<file path="config.mk">
export PLATFORM = sky130hd
export DESIGN_NAME = gpr_muldiv_unit
export DESIGN_NICKNAME = d
export VERILOG_FILES = /design/src/rtl/gpr_muldiv_unit.sv
export SDC_FILE = /design/constraint.sdc
export NUM_CORES = 1
export LEC_CHECK = 0
export CAP_MARGIN = 20
export CELL_PAD_IN_SITES_DETAIL_PLACEMENT = 0
export CELL_PAD_IN_SITES_GLOBAL_PLACEMENT = 1
export CORE_MARGIN = 2
export CORE_UTILIZATION = 44
export DETAILED_ROUTE_END_ITERATION = 8
export PLACE_DENSITY = 0.83
export REMOVE_ABC_BUFFERS = 1
export SYNTH_ARGS = -nofsm -noshare
export SYNTH_HDL_FRONTEND = slang
export SYNTH_SLANG_ARGS = --single-unit
</file>
<file path="constraint.sdc">
create_clock -name clk -period 3.58 [get_ports clk]
set_clock_uncertainty 0.05 [all_clocks]
set_input_delay 0.895 -clock clk [delete_from_list [all_inputs] [get_ports clk]]
set_output_delay 0.895 -clock clk [all_outputs]
set_load 0.01 [all_outputs]
</file>
<file path="src/rtl/gpr_muldiv_unit.sv">
// Iterative unsigned MUL/MULHU/DIVU/REMU unit feeding the GPR write port.
// Ports: clk/rst_n, issue_* handshake + operands, flush, busy, reg_write_*.
module gpr_muldiv_unit #(
  parameter int XLEN = 16
) (
  input  logic            clk,
  input  logic            rst_n,
  input  logic            issue_valid,
  output logic            issue_ready,
  input  logic [1:0]      issue_op,
  input  logic [2:0]      issue_rd,
  input  logic [XLEN-1:0] op_a,
  input  logic [XLEN-1:0] op_b,
  input  logic            flush,
  output logic            busy,
  output logic            reg_write_en,
  output logic [2:0]      reg_write_dest,
  output logic [XLEN-1:0] reg_write_data
);

  localparam int CW = $clog2(XLEN);

  typedef enum logic [1:0] {
    S_IDLE,
    S_CALC,
    S_WB
  } state_t;

  state_t          r_state;
  state_t          w_state_nxt;
  logic [CW-1:0]   r_cnt;
  logic [1:0]      r_op;
  logic [2:0]      r_rd;
  logic [XLEN-1:0] r_hi;
  logic [XLEN-1:0] r_lo;
  logic [XLEN-1:0] r_opnd;
  logic [XLEN-1:0] r_wdata;
  logic [2:0]      r_wdest;

  logic            w_accept;
  logic            w_last;
  logic [XLEN:0]   w_sum;
  logic [XLEN:0]   w_sh;
  logic [XLEN:0]   w_diff;
  logic [XLEN-1:0] w_hi_nxt;
  logic [XLEN-1:0] w_lo_nxt;
  logic [XLEN-1:0] w_res;

  assign w_accept = issue_valid && (r_state == S_IDLE) && !flush;
  assign w_last   = (r_cnt == CW'(XLEN - 1));

  // MUL: r_hi:r_lo is the product, r_lo starts as the multiplier.
  // DIV: r_hi is the partial remainder, r_lo shifts dividend out
  // and quotient bits in. A zero divisor naturally yields q=~0, r=a.
  assign w_sum  = {1'b0, r_hi} + (r_lo[0] ? {1'b0, r_opnd} : '0);
  assign w_sh   = {r_hi, r_lo[XLEN-1]};
  assign w_diff = w_sh - {1'b0, r_opnd};

  always_comb begin
    w_hi_nxt = r_hi;
    w_lo_nxt = r_lo;
    if (!r_op[1]) begin
      w_hi_nxt = w_sum[XLEN:1];
      w_lo_nxt = {w_sum[0], r_lo[XLEN-1:1]};
    end else if (!w_diff[XLEN]) begin
      w_hi_nxt = w_diff[XLEN-1:0];
      w_lo_nxt = {r_lo[XLEN-2:0], 1'b1};
    end else begin
      w_hi_nxt = w_sh[XLEN-1:0];
      w_lo_nxt = {r_lo[XLEN-2:0], 1'b0};
    end
  end

  // MUL/DIVU take the low word, MULHU/REMU the high word.
  always_comb begin
    w_res = w_lo_nxt;
    unique case (r_op)
      2'b00, 2'b10: w_res = w_lo_nxt;
      default:      w_res = w_hi_nxt;
    endcase
  end

  always_ff @(posedge clk or negedge rst_n) begin
    if (!rst_n) begin
      r_state <= S_IDLE;
    end else begin
      r_state <= w_state_nxt;
    end
  end

  always_comb begin
    w_state_nxt = r_state;
    unique case (r_state)
      S_IDLE: begin
        if (w_accept) w_state_nxt = S_CALC;
      end
      S_CALC: begin
        if (flush) begin
          w_state_nxt = S_IDLE;
        end else if (w_last) begin
          w_state_nxt = S_WB;
        end
      end
      S_WB:    w_state_nxt = S_IDLE;
      default: w_state_nxt = S_IDLE;
    endcase
  end

  always_ff @(posedge clk or negedge rst_n) begin
    if (!rst_n) begin
      r_cnt   <= '0;
      r_op    <= '0;
      r_rd    <= '0;
      r_hi    <= '0;
      r_lo    <= '0;
      r_opnd  <= '0;
      r_wdata <= '0;
      r_wdest <= '0;
    end else if (w_accept) begin
      r_op   <= issue_op;
      r_rd   <= issue_rd;
      r_cnt  <= '0;
      r_hi   <= '0;
      r_lo   <= issue_op[1] ? op_a : op_b;
      r_opnd <= issue_op[1] ? op_b : op_a;
    end else if (r_state == S_CALC && !flush) begin
      r_hi  <= w_hi_nxt;
      r_lo  <= w_lo_nxt;
      r_cnt <= r_cnt + CW'(1);
      if (w_last) begin
        r_wdata <= w_res;
        r_wdest <= r_rd;
      end
    end
  end

  assign issue_ready    = (r_state == S_IDLE);
  assign busy           = (r_state != S_IDLE);
  assign reg_write_en   = (r_state == S_WB);
  assign reg_write_dest = r_wdest;
  assign reg_write_data = r_wdata;

endmodule

</file>
Yosys cells after proc, flatten, opt, wreduce, memory -nomap -nowiden. Cells that the tools add are included.

$add $sub $neg: 3. Multipliers: 0. Div/mod/pow operators: 0. Order comparisons: 0. Equality and inequality tests: 6. Shifts and indexed selects: 0. Mux-type cells: 18. Bitwise gates (word level): 1. Reductions and logical operators: 11.

Operators by type and width (number): $mux 16 (11); $add 16x16->17 (1); $sub 17x16->17 (1); $mux 4 (2); $mux 2 (3); $add 4x1->4 const B (1); $eq 2x2->1 const B (2); $eq 4x4->1 const B (1); $logic_not 2->1 (2); $pmux 2 s2 (1); $reduce_bool 2->1 (2); $logic_and 1x1->1 (3); $ne 3x3->1 const B (1); $reduce_and 3->1 (1); $eq 2x1->1 const B (1); $ne 2x1->1 const B (1); $reduce_and 2->1 (1); $reduce_or 2->1 (1); $logic_not 1->1 (1); $mux 1 (1); $not 1->1 (1).

Register bits after elaboration: 78. Bits in latches: 0. RAM bits: 0. ROM bits: 0. Input port bits: 41. Output and inout bits: 22. Memories: 0.

Depth between registers and ports, before layout. Gate-level depths: netlist (run 1).

Word-level depth: 5. Mapped depth: 13.

Worst setup path after synthesis (run 1). No wires, ideal clock.

Path type: flip-flop to flip-flop. Start point: reg r_lo[15]. End point: reg r_wdata[10], in the netlist reg_write_data[10]. Arrival time: 3032 ps. Data required time: 3405 ps. Setup slack: 373 ps. Stages on the path, launching flop included: 13. Buffers on the path: 1. Cell sequence: dfrtp_1 inv_1 ha_1 fa_1 nor2b_1 o31a_1 o21ai_2 o211ai_2 xor2_1 buf_6 mux2_4 mux4_2 mux2_2.

Word-level cells in the longest chain between the ends: 4.

Ends and longest elaborated chain: start, declared (line 35) `logic [XLEN-1:0] r_lo;`; start signal, assigned (line 124) `r_lo <= issue_op[1] ? op_a : op_b;`; start signal, assigned (line 128) `r_lo <= w_lo_nxt;`; $sub 17x16->17 (line 57) `assign w_diff = w_sh - {1'b0, r_opnd};`; $mux 16 (line 65) `end else if (!w_diff[XLEN]) begin`; $mux 16 (line 62) `if (!r_op[1]) begin`; $mux 16 (line 77) `unique case (r_op)`; end signal, assigned (line 131) `r_wdata <= w_res;`; end, declared (line 37) `logic [XLEN-1:0] r_wdata;`.

Every way passes these cells. A chain may end at the register's enable or synchronous reset.

Final worst setup path (run 1).
Start point: reg r_lo[15]. End point: reg r_wdata[2], in the netlist reg_write_data[2].

Same word-level chain as after synthesis.

==> flow_summary.yaml, run 1 <==
drt:
  routedWlPerCell_um: 19.1
  remaining_drc_errors: 0
  ant_nets: 0
  wirelength_um: 16700
  viasPerCell: 5.95
  drtIter0Drc: 385
  num_vias: 5223
  first_pass_iters: 6
timing:
  maxSlewViolCount: 0
  rsz0062_at_grt: "false"
  period_needed_ns: 3.40
  setup_violations: 0
  slew_headroom_pct: 59.5
  max_freq_mhz: 294
  worst_pin_slew_ns: 0.608
  hold_ws_ns: 0.420
  fin_crit_sh_pct: 95.0
  hold_viol_final: 0
place:
  gp_congestion: 0.930
  dp.cells: 862
  port_buffers: 62
  place_hpwl_um: 12200
grt:
  antenna_found_initial: 0
  grt-busiest-layer: "met2"
  grt_max_degree: 61
  grt_pass1_wl_um: 27300
  grt_overflow_total: 0
  use_met1_pct: 33.6
  grt_pass1_vias: 5288
  met3_usage_pct: 2.62
  use_met2_pct: 39.7
  grt.total_usage_pct: 24.5
yosys:
  seq_area_frac_synth_pct: 34.1
  synth_edf_count: 0
  synth_cell_types: 58
  ys_ff_latch: 78
  syn_inst: 639
  synth_area_um2: 5720
  ys_async_sr_fraction_pct: 100
  synth_top_flop_cell: "dfrtp_1"
  yosysWarnings: 0
  syn_avg_cell_area_um2: 8.95
critical_path:
  critPathRequiredTime_ns: 3.76
  crit_arrival_ns: 3.58
  end_kind: "flop"
  worstSetupPathType: "flop to flop"
  crit_fanout: 6
  crit_path_start_kind: "flop"
die:
  core_um2: 12700
  dieWidth_um: 118
  ios: 63
  initial_core_util_pct: 45.1
  die-height_um: 118
  fp-row-count: 41
  die-area_um2: 13900
pwr:
  power.density_nw_per_um2: 729
  p_leak_nw: 3.22
  max-vdd-ir-drop_mv: 0.294
clock_tree:
  clockBufferDepth: 2
  hold_buffers: 0
  cts_tree: "built"
  cts_buffers: 9
  clock_latency_ns: 0.35
  clk_pin_slew_ns: 0.07
  ctsHtreeMaxLevel: 3
  cts_sinks: 78
  root_buffer: "clkbuf_16"
final_layout:
  nets: 777
  antenna_cells: 0
  multi_input_area_um2: 3550
  finish.utilization_pct: 54.4
  fillCellCount: 1148
  layout_commonest_cell: "nand2_1"
  drive_above_1_share_pct: 9.63
  area_delta_synth_final_pct: 20.7
  seq_area_um2: 1950
  mostFrequentLayoutCells: "nand2_1 (86), dfrtp_1 (77), clkdlybuf4s50_1 (60)"
  final_cells: 878
min_path:
  hold_class: "flop to flop"
run:
  maxCapViolations: 0
outcome:
  status: "finished, final reports clean"
[cell usage after synthesis, types with 7 or more instances]
| master | n | area (um^2) |
|---|---|---|
| a211oi_1 | 8 | 60.1 |
| a21o_1 | 15 | 113 |
| a21oi_1 | 46 | 230 |
| a31oi_1 | 7 | 43.8 |
| and2_1 | 19 | 119 |
| clkbuf_1 | 27 | 101 |
| dfrtp_1 | 78 | 1950 |
| ha_1 | 33 | 413 |
| inv_1 | 25 | 93.8 |
| mux2_2 | 8 | 90.1 |
| mux2i_1 | 58 | 581 |
| nand2_1 | 86 | 323 |
| nor2_1 | 25 | 93.8 |
| nor2b_1 | 7 | 43.8 |
| nor3_1 | 11 | 55.1 |
| o21a_1 | 7 | 52.6 |
| o21ai_0 | 48 | 240 |
| o221ai_1 | 15 | 131 |
| xnor2_1 | 12 | 105 |
| xor2_1 | 11 | 96.3 |
[per-stage QoR]
| stage | instance area (um^2) | setup TNS, ns | setup WS, ns | total power, W |
|---|---|---|---|---|
| finish | 6900 | 0 | 0.177 | 0.00503 |
| global route | 6900 | 0 | 0.00772 | 0.00538 |
| CTS | 6890 | 0 | 0.143 | 0.00499 |
| detailed placement | 6610 | 0 | 0.156 | 0.00408 |
| global placement | 6610 | 0 | 0.259 | 0.00403 |
| floorplan | 5580 | -1.70 | -0.446 | 0.00326 |
[cell families (layout without fill, tap and decap cells)]
kind of cell    count (synthesis)  after routing  share of synthesized area (%)
flops                          78             78                           34.1
buf+inv                        60            127                           4.09
simple gates                  185            185                           15.3
fa+ha+maj                      35             35                           7.92
mux                            72             72                           13.8
xor+xnor                       23             23                           3.52
compound gates                186            186                           21.2
[sequential cells by signal, summed over array words and instances, names as in the netlist]
signal          cells
reg_write_data     16
r_cnt               4
r_lo               16
r_hi               16
r_state             2
r_rd                3
r_op                2
r_opnd             16
reg_write_dest      3
[cell type report]
class	count	area share, %
Clock inverter	7	0.816
Multi-Input combinational cell	501	51.5
Clock buffer	9	3.26
Timing Repair Buffer	85	11.6
Sequential cell	78	28.3
Inverter	26	1.41
Tap cell	172	3.12
[worst paths after layout]
path,startpoint,to,slack (ns),depth (start not counted)
worst max-delay path,r_lo[15],reg_write_data[2],0.18,12
worst min-delay path,r_rd[0],reg_write_dest[0],0.42,2
worst max register to register,r_lo[15],reg_write_data[2],0.18,12
worst min register to register,r_rd[0],reg_write_dest[0],0.42,2
max in group asynchronous,rst_n,reg_write_data[10],2.30,2
min in group asynchronous,rst_n,reg_write_data[3],0.45,1
[critical path, stage by stage (launching register included)]
cell and delay (ns):
dfrtp_1 0.38, inv_1 0.07, ha_1 0.23, fa_1 0.42, nor2b_2 0.15, o31a_1 0.24, o21ai_2 0.13, o211ai_2 0.20
xor2_2 0.19, buf_6 0.16, mux2_2 0.35, mux4_2 0.46, mux2_2 0.28
[power breakdown]
group / switching, W / internal, W
Clock: 0.000409 / 0.000477
Combinational: 0.00154 / 0.00126
Sequential: 0.000270 / 0.00107
[repair_timing]
action                                  in CTS  in global routing
setup buffers                                0                  0
gates resized for setup                      0                  2
endpoints found under the setup margin       0                  3
[routing by layer]
metal  wire length [um]  share of wire, %
met1               7700                46
met2               7710                46
met3                913               5.5
met4                417               2.5
met5                  0                 0
(Power assumes the default switching activity.)
==> inputs of run 2 (changes only) <==
--- a/config.mk
+++ b/config.mk
@@ -10,6 +10,7 @@
 export CELL_PAD_IN_SITES_GLOBAL_PLACEMENT = 1
 export CORE_MARGIN = 2
 export CORE_UTILIZATION = 44
+export CTS_CLUSTER_DIAMETER = 30
 export DETAILED_ROUTE_END_ITERATION = 8
 export PLACE_DENSITY = 0.83
 export REMOVE_ABC_BUFFERS = 1
==> results of run 2 <==
Final layout, timing and power as in run 1 (identical DEF).
==> inputs of run 3 (changes only) <==
--- a/config.mk
+++ b/config.mk
@@ -8,7 +8,7 @@
 export CAP_MARGIN = 20
 export CELL_PAD_IN_SITES_DETAIL_PLACEMENT = 0
 export CELL_PAD_IN_SITES_GLOBAL_PLACEMENT = 1
-export CORE_MARGIN = 2
+export CORE_MARGIN = 8
 export CORE_UTILIZATION = 44
 export CTS_CLUSTER_DIAMETER = 30
 export DETAILED_ROUTE_END_ITERATION = 8
==> flow_summary.yaml, run 3 (synthesis results as in run 1) <==
critical_path:
  endpoint: "reg_write_data[11]"
  r2r_cells: 11
  cp_num_buf_inv: 1
  rrSetupSlack_ns: 0.14
  end_kind: "flop"
  critPathRequiredTime_ns: 3.76
  cp.depth: 11
  crit_family: "multiplexers"
  slowest_stage: "dfrtp_1"
  path_cells: "and2_1 > ha_1 > fa_1 > a211o_1 > o211ai_1 > a2111oi_0 > buf_4 > nor2_1 > xnor2_1 > mux4_2 > mux2_2"
  crit_arrival_ns: 3.62
  r2r-start: "r_lo[0]"
  rr_endpoint: "reg_write_data[11]"
  slowest_delay_ns: 0.54
  crit_path_start_kind: "flop"
  crit_path_start: "r_lo[0]"
  worstSetupPathType: "flop to flop"
  crit_fanout: 11
pwr:
  max-vdd-ir-drop_mv: 0.297
  p_sw_w: 0.00217
  power.density_nw_per_um2: 729
  pwr-share-seq_pct: 26.6
  p_leak_nw: 3.24
  clockPowerShare_pct: 18.1
  p_int_w: 0.00287
  comb_power_share_pct: 55.3
  power_switching_share_pct: 43.1
timing:
  slew_headroom_pct: 48.8
  finalSetupTns_ns: 0
  setup_violations: 0
  rsz0062_at_grt: "false"
  maxSlewViolCount: 0
  max_freq_mhz: 291
  layout_setup_ws_ns: 0.144
  worst_pin_slew_ns: 0.767
  fin_crit_sh_pct: 96.0
  hold_viol_final: 0
  hold_ws_ns: 0.419
  period_needed_ns: 3.44
final_layout:
  finish.utilization_pct: 54.5
  drive_above_1_share_pct: 9.36
  layout_commonest_cell: "nand2_1"
  area_delta_synth_final_pct: 20.9
  nets: 776
  antenna_cells: 0
  mostFrequentLayoutCells: "nand2_1 (86), dfrtp_1 (77), clkdlybuf4s50_1 (60)"
clock_tree:
  post_cts_buffers: 0
  clock_latency_ns: 0.35
  cts_buffers: 9
  ctsHtreeMaxLevel: 3
  ctsResizeCount: 0
  cts_sinks: 78
  root_buffer: "clkbuf_16"
  hold_buffers: 0
  clockBufferDepth: 2
  cts_tree: "built"
  clk_pin_slew_ns: 0.06
drt:
  routedWlPerCell_um: 19.3
  wirelength_um: 16900
  num_vias: 5213
  first_pass_iters: 5
  viasPerCell: 5.94
  ant_nets: 0
  remaining_drc_errors: 0
  drtIter0Drc: 393
place:
  port_buffers: 62
  place_ws_ns: 0.162
  place_hpwl_um: 12200
  gp_congestion: 0.917
die:
  core_um2: 12700
  ios: 63
  fp-row-count: 41
  dieWidth_um: 130
  initial_core_util_pct: 45.1
  die-area_um2: 16900
  die-height_um: 130
min_path:
  hold_class: "flop to flop"
grt:
  antenna_found_initial: 0
  grt_overflow_total: 0
  grt_pass1_vias: 5194
  grt.total_usage_pct: 20.9
  grt_pass1_wl_um: 27400
  grt_max_degree: 61
run:
  maxCapViolations: 0
outcome:
  status: "finished, final reports clean"
-- run 3: worst register-to-register path, stage by stage (launching register included) --
cell,delay [ns]
dfrtp_1,0.54
and2_1,0.22
ha_1,0.22
fa_1,0.45
a211o_1,0.32
o211ai_1,0.18
a2111oi_0,0.20
buf_4,0.19
nor2_1,0.12
xnor2_1,0.10
mux4_2,0.46
mux2_2,0.27
-- run 3: metrics by stage --
step | area, um^2 | cells | power [W]
2_1_floorplan | 5580 | 605 | 0.00326
3_3_place_gp | 6620 | 861 | 0.00405
3_5_place_dp | 6620 | 861 | 0.00411
4_1_cts | 6910 | 877 | 0.00504
5_1_grt | 6910 | 877 | 0.00542
6_report | 6910 | 877 | 0.00504
-- run 3: metal layers --
layer,share of wire [%],global-route usage [%],vias up
li1,-,-,2459
met1,46,28.2,2553
met2,46,32.7,167
met3,5.4,3.84,34
met4,2.5,7.65,0
met5,0,0,-
-- run 3: worst min path at each step --
stage                  from           endpoint  depth (start not counted)
floorplan           r_rd[0]  reg_write_dest[0]                          2
global placement    r_rd[0]  reg_write_dest[0]                          2
CTS                 r_rd[2]  reg_write_dest[2]                          2
detailed placement  r_rd[0]  reg_write_dest[0]                          2
global route        r_rd[2]  reg_write_dest[2]                          2
finish              r_rd[1]  reg_write_dest[1]                          2
-- run 3: layout make-up --
cell class | instances | area [um^2]
flip-flops and latches | 78 | 1950
clock buffers | 12 | 267
clock inverters | 4 | 28.8
inverters | 26 | 97.6
multi-input cells | 501 | 3550
fillers | 1183 | 5760
repair buffers | 84 | 803
well taps | 172 | 215
-- run 3: power by group through the flow --
stage / registers (W) / logic, W / clock network (W)
global route: 0.00136 / 0.00309 / 0.000968
detailed placement: 0.00135 / 0.00276 / 0
floorplan: 0.00127 / 0.00199 / 0
global placement: 0.00134 / 0.00271 / 0
CTS: 0.00133 / 0.00278 / 0.000925
finish: 0.00134 / 0.00279 / 0.000913
